`config.mk`:
```
export PLATFORM = sky130hd
export DESIGN_NAME = mem_port_arbiter
export DESIGN_NICKNAME = d
export VERILOG_FILES = /design/src/rtl/mem_port_arbiter_pkg.sv /design/src/rtl/mem_port_arbiter.sv
export SDC_FILE = /design/constraint.sdc
export NUM_CORES = 1
export LEC_CHECK = 0
export ABC_AREA = 0
export BUFFER_PORTS_ARGS = -buffer_cell sky130_fd_sc_hd__buf_2
export CAP_MARGIN = 20
export CELL_PAD_IN_SITES_DETAIL_PLACEMENT = 1
export CELL_PAD_IN_SITES_GLOBAL_PLACEMENT = 1
export CORE_ASPECT_RATIO = 0.8
export CORE_MARGIN = 4
export CORE_UTILIZATION = 11
export DETAILED_ROUTE_END_ITERATION = 6
export PLACE_DENSITY = 0.8
export SYNTH_ARGS = -nofsm -noshare
export SYNTH_HDL_FRONTEND = slang
export SYNTH_SLANG_ARGS = --single-unit
```
`constraint.sdc`:
```
create_clock -name clk -period 1.3 [get_ports clk]
set_input_delay 0.26 -clock clk [delete_from_list [all_inputs] [get_ports clk]]
set_output_delay 0.26 -clock clk [all_outputs]
set_load 0.005 [all_outputs]
```
`src/rtl/mem_port_arbiter_pkg.sv`:
```
// mem_port_arbiter_pkg: response-state encoding and streak counter width shared by the arbiter.
package mem_port_arbiter_pkg;
    typedef enum logic [1:0] {ARB_IDLE, ARB_RESP_I, ARB_RESP_D} arb_state_e;
    localparam int ARB_STREAK_W = 4;
endpackage

```
`src/rtl/mem_port_arbiter.sv`:
```
// mem_port_arbiter: shares one memory port between fetch and LSU, data first, read data routed back a cycle later.
// Define ARBITER_FAIRNESS_EN to add the streak counter that lets fetch through after MAX_DATA_STREAK data grants.
module mem_port_arbiter
    import mem_port_arbiter_pkg::*;
#(
    parameter int MAX_DATA_STREAK = 4
) (
    input  logic        clk,
    input  logic        reset_n,
    input  logic        i_req,
    input  logic [31:0] i_addr,
    output logic        i_gnt,
    output logic        i_rvalid,
    output logic [31:0] i_rdata,
    input  logic        d_req,
    input  logic [31:0] d_addr,
    input  logic [3:0]  d_we,
    input  logic [31:0] d_wdata,
    output logic        d_gnt,
    output logic        d_rvalid,
    output logic [31:0] d_rdata,
    input  logic        mem_ready,
    output logic        mem_en,
    output logic [3:0]  mem_we,
    output logic [31:0] mem_addr,
    output logic [31:0] mem_wdata,
    input  logic [31:0] mem_rdata
);
    arb_state_e state_q, state_d;
    logic       fetch_ovr;

    if (MAX_DATA_STREAK < 1 || MAX_DATA_STREAK > 15) begin : g_range
        $error("MAX_DATA_STREAK must be 1..15");
    end

`ifdef ARBITER_FAIRNESS_EN
    localparam logic [ARB_STREAK_W-1:0] STREAK_MAX = ARB_STREAK_W'(MAX_DATA_STREAK);
    logic [ARB_STREAK_W-1:0] streak_q, streak_d;
    assign fetch_ovr = i_req && streak_q == STREAK_MAX;
    always_comb begin
        streak_d = (i_gnt || !i_req) ? '0 :
                   (d_gnt && streak_q != STREAK_MAX) ? streak_q + 1'b1 : streak_q;
    end
    always_ff @(posedge clk) begin
        if (!reset_n) streak_q <= '0;
        else          streak_q <= streak_d;
    end
`else
    assign fetch_ovr = 1'b0;
`endif

    // Grants are forced low during reset so nothing reaches memory whatever the requesters do.
    assign d_gnt = reset_n && mem_ready && d_req && !fetch_ovr;
    assign i_gnt = reset_n && mem_ready && i_req && (!d_req || fetch_ovr);

    always_comb begin
        mem_en    = i_gnt || d_gnt;
        mem_addr  = d_gnt ? d_addr : i_gnt ? i_addr : '0;
        mem_we    = d_gnt ? d_we : '0;
        mem_wdata = d_gnt ? d_wdata : '0;
        state_d   = i_gnt ? ARB_RESP_I : (d_gnt && d_we == '0) ? ARB_RESP_D : ARB_IDLE;
    end

    always_ff @(posedge clk) begin
        if (!reset_n) state_q <= ARB_IDLE;
        else          state_q <= state_d;
    end

    // Masking with reset_n drops a pending response as soon as reset is applied.
    always_comb begin
        i_rvalid = reset_n && state_q == ARB_RESP_I;
        d_rvalid = reset_n && state_q == ARB_RESP_D;
        i_rdata  = i_rvalid ? mem_rdata : '0;
        d_rdata  = d_rvalid ? mem_rdata : '0;
    end
endmodule

```
==> flow_metrics.py, run 1 <==
metrics = {
    "cts": {
        "cts_max_path_buffers": 2,
        "cts_tree": "yes",
        "ctsHtreeMaxLevel": 1,
        "clk_pin_slew_ps": 30,
        "cts_inserted_buffers": 3,
        "cts_root_buf": "clkbuf_16",
        "clock_sinks": 2,
    },
    "yosys": {
        "ys_types": 13,
        "synth_area_leader_cell": "and2_1",
        "seq_area_frac_synth": 0.0350,
        "yosys-top-cells-area": "and2_1 55%, a22o_1 25%, buf_6 6.9%",
        "yosysWarnings": 0,
        "syn-cell-area_mm2": 0.00114,
        "syn_inst": 160,
        "avgSynthCellArea_um2": 7.14,
        "ys_seq_elements": 2,
        "yosysTopAreaCellShare": 0.553,
        "syn_nets": 297,
    },
    "global_route": {
        "grt_util_met1": 0.125,
        "grt_use_met2": 0.256,
        "grtUsageTotal": 0.125,
        "antenna_found_initial": 0,
        "grt_pass1_vias": 2432,
        "grt_max_degree": 34,
        "busiest_layer": "met2",
        "grt_pass1_wl_mm": 12.2,
        "grt.overflow.total": 0,
        "grt_util_met3": 0.0318,
    },
    "timing": {
        "min_period_ps": 1510,
        "slew_headroom": 0.822,
        "slew_viol_final": 0,
        "rsz0062_at_grt": "yes",
        "worst_slew_pin_slew_ps": 264,
        "setup_tns_ps": -15490,
        "setup_viol": 116,
        "fin_crit_sh": 1.16,
        "hold_viol": 0,
        "timing.fmax_mhz": 662,
        "setup_slack_ps": -210,
    },
    "place": {
        "place_ws_ps": -186,
        "dpl_cell_area_mm2": 0.00265,
        "portBuffers": 273,
        "dp_hpwl_mm": 7.08,
        "place.gp.congestion": 0.876,
    },
    "critical_path": {
        "endpoint_kind": "output pin",
        "critical_path_class": "in -> out",
        "worstPathMaxFanout": 7,
        "arrival_ps": 1250,
        "cp-start-kind": "input port",
        "critPathRequiredTime_ps": 1040,
    },
    "outcome": {
        "failed_checks": "setup timing",
        "status": "finished with violations",
    },
    "floorplan": {
        "die_x_um": 122,
        "initial_core_util": 0.116,
        "ioPinCount": 274,
        "core_area_mm2": 0.00989,
        "die_area_mm2": 0.0121,
        "die_h_um": 99.2,
        "rows": 32,
    },
    "min_path": {
        "hold_class": "in -> reg",
        "worst_hold_path.num_cells": 2,
    },
    "finish": {
        "utilization": 0.336,
        "final_nets": 576,
        "finalInstanceArea_mm2": 0.00332,
        "syn_to_final_growth_pct": 191,
        "largest_reg_flops": 2,
        "antenna_cells": 0,
        "drive_gt1_frac": 0.757,
        "reg_top3": "state_q: 2 flops",
        "regMostFlops": "state_q",
        "final_common_cell": "buf_2",
        "mostFrequentLayoutCells": "237 x buf_2, 71 x and2_1, 36 x buf_6, 32 x a22o_1, 30 x and2_4",
    },
    "drt": {
        "vias": 2327,
        "routed_via_density": 4.06,
        "drc": 0,
        "final_antenna_net_count": 0,
        "avgRoutedWirePerCell_um": 16.2,
        "first_pass_iters": 4,
        "drt_iter0_drc": 49,
        "wl_mm": 9.31,
    },
    "power": {
        "max-vdd-ir-drop_mv": 0.315,
        "powerDensity_mw_per_mm2": 334,
        "power_leakage_nw": 2.02,
    },
    "run": {
        "maxCapViolCount": 0,
    },
}
## logic make-up (layout without fill, tap and decap cells)
| kind of cell | Yosys count | count (layout) | share of synthesized area |
|---|---|---|---|
| AO/OA/AOI/OAI | 32 | 32 | 0.245 |
| buffers and inverters | 18 | 294 | 0.117 |
| flip-flops | 2 | 2 | 0.0351 |
| AND/OR/NAND/NOR | 108 | 109 | 0.602 |
## per-stage QoR
step | instances | hold WS, ps | power, mW
after floorplan | 160 | 445 | 0.199
after global placement | 558 | 600 | 0.487
after detailed placement | 558 | 599 | 0.506
after CTS | 567 | 347 | 1.04
after global routing | 573 | 360 | 1.18
final | 573 | 343 | 1.11
## final timing paths
path  start                    end
min   i_req  state_q[0]$_SDFF_PN0_
max   d_req            mem_addr[8]
## power by group
part	switching, mW	internal [mW]
logic	0.212	0.377
clock network	0.0681	0.391
registers	0.000394	0.0629
total	0.280	0.831
## cell type report
type                    instances  area (um2)
well taps                     136         170
repair buffers                291        1970
multi-input cells             141        1070
clock buffers                   3        75.1
flip-flops and latches          2        41.3
fillers                      1253        6570
## Yosys cell counts
cell and number:
or2_2 1, clkbuf_2 2, clkbuf_1 4, a22o_1 32
and3_1 1, nor4_1 1, buf_2 3, dfxtp_1 2
and3b_1 2, and2_1 101, and4b_1 2, buf_4 2
buf_6 7
## critical path, cell delays in order
cell and delay [ps]:
buf_8 100, and4b_4 440, buf_6 150, a22o_1 160
buf_2 130
## routing by layer
layer	wire [um]	vias to the layer above
met2	5150	107
met4	116	0
met3	768	10
met5	0	-
li1	-	1098
met1	3270	1112
## what timing repair did
| item | CTS | global route |
|---|---|---|
| gates resized for setup | 22 | 67 |
| setup buffers | 1 | 0 |
| endpoints found under the setup margin | 136 | 135 |
| gates cloned | 5 | 7 |
| pin swaps | 6 | 32 |
| hold buffers | 0 | 0 |
No activity file was read; power rests on OpenSTA's default activity.
==> run 2, diff against run 1 <==
--- a/config.mk
+++ b/config.mk
@@ -12,9 +12,11 @@
 export CELL_PAD_IN_SITES_GLOBAL_PLACEMENT = 1
 export CORE_ASPECT_RATIO = 0.8
 export CORE_MARGIN = 4
-export CORE_UTILIZATION = 11
+export CORE_UTILIZATION = 12
+export CTS_BUF_LIST = sky130_fd_sc_hd__clkbuf_2 sky130_fd_sc_hd__clkbuf_4 sky130_fd_sc_hd__clkbuf_8
 export DETAILED_ROUTE_END_ITERATION = 6
-export PLACE_DENSITY = 0.8
+export PLACE_DENSITY = 0.87
 export SYNTH_ARGS = -nofsm -noshare
 export SYNTH_HDL_FRONTEND = slang
 export SYNTH_SLANG_ARGS = --single-unit
+export TNS_END_PERCENT = 1
==> flow_metrics.py, run 2 (synthesis results as in run 1) <==
metrics = {
    "global_route": {
        "grtUsageTotal": 0.131,
        "grt_max_degree": 48,
        "grt_pass1_vias": 2313,
        "grt.overflow.total": 0,
        "grt_pass1_wl_mm": 11.5,
        "antenna_found_initial": 0,
    },
    "critical_path": {
        "worstPathMaxFanout": 33,
        "endpoint_kind": "output pin",
        "cp_cell_sequence": "and3b_2, buf_12, and2_1, buf_2",
        "critPathSlowestCell": "dfxtp_1",
        "path_buf_inv": 2,
        "cp-start-kind": "register",
        "crit_path_max_incr_delay_ps": 310,
        "path_delay_family": "simple AND/OR/NAND/NOR gates",
        "critical_path_class": "reg -> out",
        "critPathRequiredTime_ps": 1040,
        "arrival_ps": 1190,
    },
    "timing": {
        "hold_viol": 0,
        "rsz0062_at_grt": "yes",
        "setup_viol": 97,
        "slew_viol_final": 0,
        "timing.fmax_mhz": 690,
        "worst_slew_pin_slew_ps": 196,
        "setup_slack_ps": -150,
        "timing.hold.ws_ps": 372,
        "min_period_ps": 1450,
        "fin_crit_sh": 1.12,
        "slew_headroom": 0.868,
    },
    "drt": {
        "dr_wl_met2_mm": 4.55,
        "dr_wl_met3_um": 735,
        "wl_met1_mm": 2.89,
        "top_layer": "met4",
        "routed_via_density": 4.06,
        "final_antenna_net_count": 0,
        "first_pass_iters": 4,
        "drc": 0,
        "vias": 2195,
        "wl_mm": 8.25,
        "avgRoutedWirePerCell_um": 15.3,
        "drt_iter0_drc": 56,
    },
    "power": {
        "p_comb_frac": 0.606,
        "cellInternalPower_mw": 0.540,
        "powerDensity_mw_per_mm2": 276,
        "switchingPower_mw": 0.219,
        "p_seq_frac": 0.083,
        "switching_share": 0.288,
        "power_leakage_nw": 1.83,
        "clockPowerShare": 0.310,
        "max-vdd-ir-drop_mv": 0.185,
    },
    "finish": {
        "drive_gt1_frac": 0.689,
        "final_cell_count_no_fill": 540,
        "reg_top3": "state_q: 2 flops",
        "antenna_cells": 0,
        "syn_to_final_growth_pct": 141,
        "final_common_cell": "buf_2",
        "final_nets": 564,
        "largest_reg_flops": 2,
        "fillers": 1201,
        "regMostFlops": "state_q",
        "mostFrequentLayoutCells": "265 x buf_2, 97 x and2_1, 31 x a22o_1, 10 x buf_6",
        "utilization": 0.300,
    },
    "floorplan": {
        "rows": 31,
        "initial_core_util": 0.125,
        "die_h_um": 95.3,
        "ioPinCount": 274,
        "core_area_mm2": 0.00915,
        "die_x_um": 117,
        "die_area_mm2": 0.0112,
    },
    "cts": {
        "cts_tree": "yes",
        "cts_max_path_buffers": 2,
        "clock_sinks": 2,
        "postCtsSetupRepairBufs": 0,
        "clk_pin_slew_ps": 30,
        "ctsHtreeMaxLevel": 1,
        "cts_inserted_buffers": 3,
        "cts_root_buf": "clkbuf_8",
        "cts_hold_buf": 0,
    },
    "place": {
        "portBuffers": 273,
        "place.gp.congestion": 0.850,
        "dp.cells": 537,
        "dp_hpwl_mm": 7.39,
    },
    "min_path": {
        "worst_hold_path.num_cells": 2,
        "hold_class": "in -> reg",
        "hp-start": "i_req",
        "whs_endpoint": "state_q[0]$_SDFF_PN0_",
    },
    "outcome": {
        "failed_checks": "setup timing",
        "status": "finished with violations",
    },
    "run": {
        "maxCapViolCount": 0,
    },
}
-- run 2: how the worst max path moves through the flow --
stage / start / to / slack (ps) / depth (start not counted)
floorplan: d_req / mem_addr[0] / 130 / 4
global placement: d_req / mem_addr[26] / -190 / 5
detailed placement: d_req / mem_addr[26] / -210 / 5
CTS: state_q[1]$_SDFF_PP0_ / i_rdata[3] / -160 / 4
global route: state_q[1]$_SDFF_PP0_ / i_rdata[2] / -210 / 4
finish: state_q[1]$_SDFF_PP0_ / i_rdata[3] / -150 / 4
-- run 2: what timing repair did --
item,4_1_cts,5_1_grt
resized for setup,12,8
endpoints found under the setup margin,134,135
pin swaps,4,15
-- run 2: final cells by class --
cell class | count | area (um2) | area share
timing repair buffer | 280 | 1530 | 0.556
multi-input combinational | 140 | 996 | 0.362
clock buffer | 3 | 41.3 | 0.0150
sequential | 2 | 40.0 | 0.0146
tap | 115 | 144 | 0.0524
-- run 2: through the flow --
| step | cell area [um2] | TNS (ps) | setup WS (ps) | total power [mW] |
|---|---|---|---|---|
| after floorplan | 1140 | 0 | 130 | 0.199 |
| after global placement | 2620 | -11150 | -193 | 0.491 |
| after detailed placement | 2620 | -13600 | -210 | 0.510 |
| after CTS | 2710 | -11370 | -160 | 0.768 |
| after global routing | 2750 | -15610 | -206 | 0.823 |
| final | 2750 | -10710 | -150 | 0.759 |
-- run 2: power by group through the flow --
| stage | Clock [mW] | Combinational [mW] | Sequential (mW) |
|---|---|---|---|
| 6_report | 0.235 | 0.460 | 0.0633 |
| 5_1_grt | 0.252 | 0.507 | 0.0634 |
| 4_1_cts | 0.244 | 0.461 | 0.0633 |
| 3_5_place_dp | 0 | 0.446 | 0.0640 |
| 3_3_place_gp | 0 | 0.427 | 0.0639 |
| 2_1_floorplan | 0 | 0.135 | 0.0639 |
-- run 2: layer usage --
| layer | global-route usage | vias to the layer above |
|---|---|---|
| met1 | 0.137 | 1001 |
| met5 | 0 | - |
| li1 | - | 1068 |
| met3 | 0.0330 | 6 |
| met2 | 0.262 | 120 |
| met4 | 0.0220 | 0 |
==> run 3, diff against run 2 <==
--- a/config.mk
+++ b/config.mk
@@ -12,10 +12,10 @@
 export CELL_PAD_IN_SITES_GLOBAL_PLACEMENT = 1
 export CORE_ASPECT_RATIO = 0.8
 export CORE_MARGIN = 4
-export CORE_UTILIZATION = 12
-export CTS_BUF_LIST = sky130_fd_sc_hd__clkbuf_2 sky130_fd_sc_hd__clkbuf_4 sky130_fd_sc_hd__clkbuf_8
+export CORE_UTILIZATION = 11
 export DETAILED_ROUTE_END_ITERATION = 6
-export PLACE_DENSITY = 0.87
+export GPL_TIMING_DRIVEN = 0
+export PLACE_DENSITY = 0.8
 export SYNTH_ARGS = -nofsm -noshare
 export SYNTH_HDL_FRONTEND = slang
 export SYNTH_SLANG_ARGS = --single-unit
==> flow_metrics.py, run 3 (synthesis results as in run 1) <==
metrics = {
    "global_route": {
        "grt.overflow.total": 0,
        "grt_pass1_vias": 2352,
        "grt_pass1_wl_mm": 11.7,
        "grtUsageTotal": 0.119,
        "grt_max_degree": 11,
        "antenna_found_initial": 0,
    },
    "power": {
        "power_leakage_nw": 1.94,
        "total_power_mw": 1.02,
        "max-vdd-ir-drop_mv": 0.303,
        "powerDensity_mw_per_mm2": 338,
    },
    "critical_path": {
        "path_buf_inv": 2,
        "critical_path_class": "reg -> out",
        "cp_cell_sequence": "and3b_2, buf_8, and2_1, buf_2",
        "cp-start-kind": "register",
        "arrival_ps": 1240,
        "critPathRequiredTime_ps": 1040,
        "endpoint_kind": "output pin",
        "path_delay_family": "simple AND/OR/NAND/NOR gates",
        "crit_path_max_incr_delay_ps": 330,
        "critPathSlowestCell": "and3b_2",
        "worstPathMaxFanout": 10,
    },
    "drt": {
        "final_antenna_net_count": 0,
        "wl_mm": 8.30,
        "first_pass_iters": 4,
        "drt_iter0_drc": 48,
        "vias": 2225,
        "routed_via_density": 3.89,
        "avgRoutedWirePerCell_um": 14.5,
        "drc": 0,
    },
    "timing": {
        "hold_viol": 0,
        "setup_viol": 124,
        "setup_slack_ps": -202,
        "worst_slew_pin_slew_ps": 272,
        "slew_viol_final": 0,
        "setup_tns_ps": -14750,
        "timing.fmax_mhz": 666,
        "slew_headroom": 0.817,
        "rsz0062_at_grt": "yes",
        "min_period_ps": 1500,
        "fin_crit_sh": 1.16,
    },
    "place": {
        "portBuffers": 273,
        "dp_hpwl_mm": 7.44,
        "place.gp.congestion": 0.808,
        "dp.cells": 569,
    },
    "floorplan": {
        "die_area_mm2": 0.0121,
        "die_x_um": 122,
        "core_area_mm2": 0.00989,
        "ioPinCount": 274,
        "initial_core_util": 0.116,
        "die_h_um": 99.2,
        "rows": 32,
    },
    "outcome": {
        "status": "finished with violations",
        "failed_checks": "setup timing",
    },
    "run": {
        "maxCapViolCount": 0,
    },
    "cts": {
        "cts_root_buf": "clkbuf_16",
        "cts_inserted_buffers": 3,
        "clk_pin_slew_ps": 30,
        "ctsHtreeMaxLevel": 1,
        "cts_tree": "yes",
        "cts_max_path_buffers": 2,
        "cts_hold_buf": 0,
        "clock_sinks": 2,
    },
    "finish": {
        "syn_to_final_growth_pct": 165,
        "drive_gt1_frac": 0.725,
        "utilization": 0.306,
        "antenna_cells": 0,
        "final_nets": 575,
        "mostFrequentLayoutCells": "253 x buf_2, 85 x and2_1, 32 x a22o_1, 31 x buf_6, 16 x and2_4",
        "largest_reg_flops": 2,
        "regMostFlops": "state_q",
        "final_cell_count_no_fill": 572,
        "reg_top3": "state_q: 2 flops",
        "final_common_cell": "buf_2",
    },
    "min_path": {
        "hold_class": "in -> reg",
    },
}
==> run 3: changes by cell type in the layout (fill, tap and decap cells not counted), moves of 2 or more <==
cell       delta
buf_6        +21
and2_1       -12
and2_4       +12
buf_2        -12
buf_8         +4
buf_12        -3
clkbuf_16     +3
dfxtp_1       -2
dfxtp_2       +2
==> run 3: report_power, final <==
group          internal (mW)  leakage (nW)  switching [mW]
clock                  0.391        0.0370          0.0634
sequential            0.0631        0.0172        0.000370
combinational          0.316          1.88           0.189
total                  0.770          1.94           0.253
==> run 3: per-stage QoR <==
stage          instance area [um2]  hold slack (ps)  setup slack, ps
5_1_grt                       3030              382             -280
2_1_floorplan                 1140              445              130
4_1_cts                       2900              385             -211
3_5_place_dp                  2680              619             -292
6_report                      3030              371             -202
3_3_place_gp                  2680              624             -229
==> run 3: cell type report <==
type                            instances  area, um2
Tap cell                              136        170
Timing Repair Buffer                  273       1490
Buffer                                 18        231
Sequential cell                         2       42.5
Fill cell                            1301       6860
Clock buffer                            3       75.1
Multi-Input combinational cell        140       1020
==> run 3: per-layer routing <==
metal	wire, um	global-route usage	up-vias
met1	2840	0.120	1025
met2	4770	0.253	109
li1	-	-	1089
met4	29	0.00775	0
met5	0	0	-
met3	662	0.0284	2
==> run 3: final timing paths <==
kind	slack, ps	startpoint	depth (start not counted)	endpoint
worst max-delay path	-200	state_q[1]$_SDFF_PP0_	4	i_rdata[6]
worst min-delay path	370	d_req	2	state_q[0]$_SDFF_PN0_
==> run 3: repair_timing <==
item | CTS | global route
gates cloned | 0 | 0
buffers inserted | 0 | 0
endpoints found under the setup margin | 136 | 135
pin swaps | 27 | 10
gates resized for setup | 40 | 33
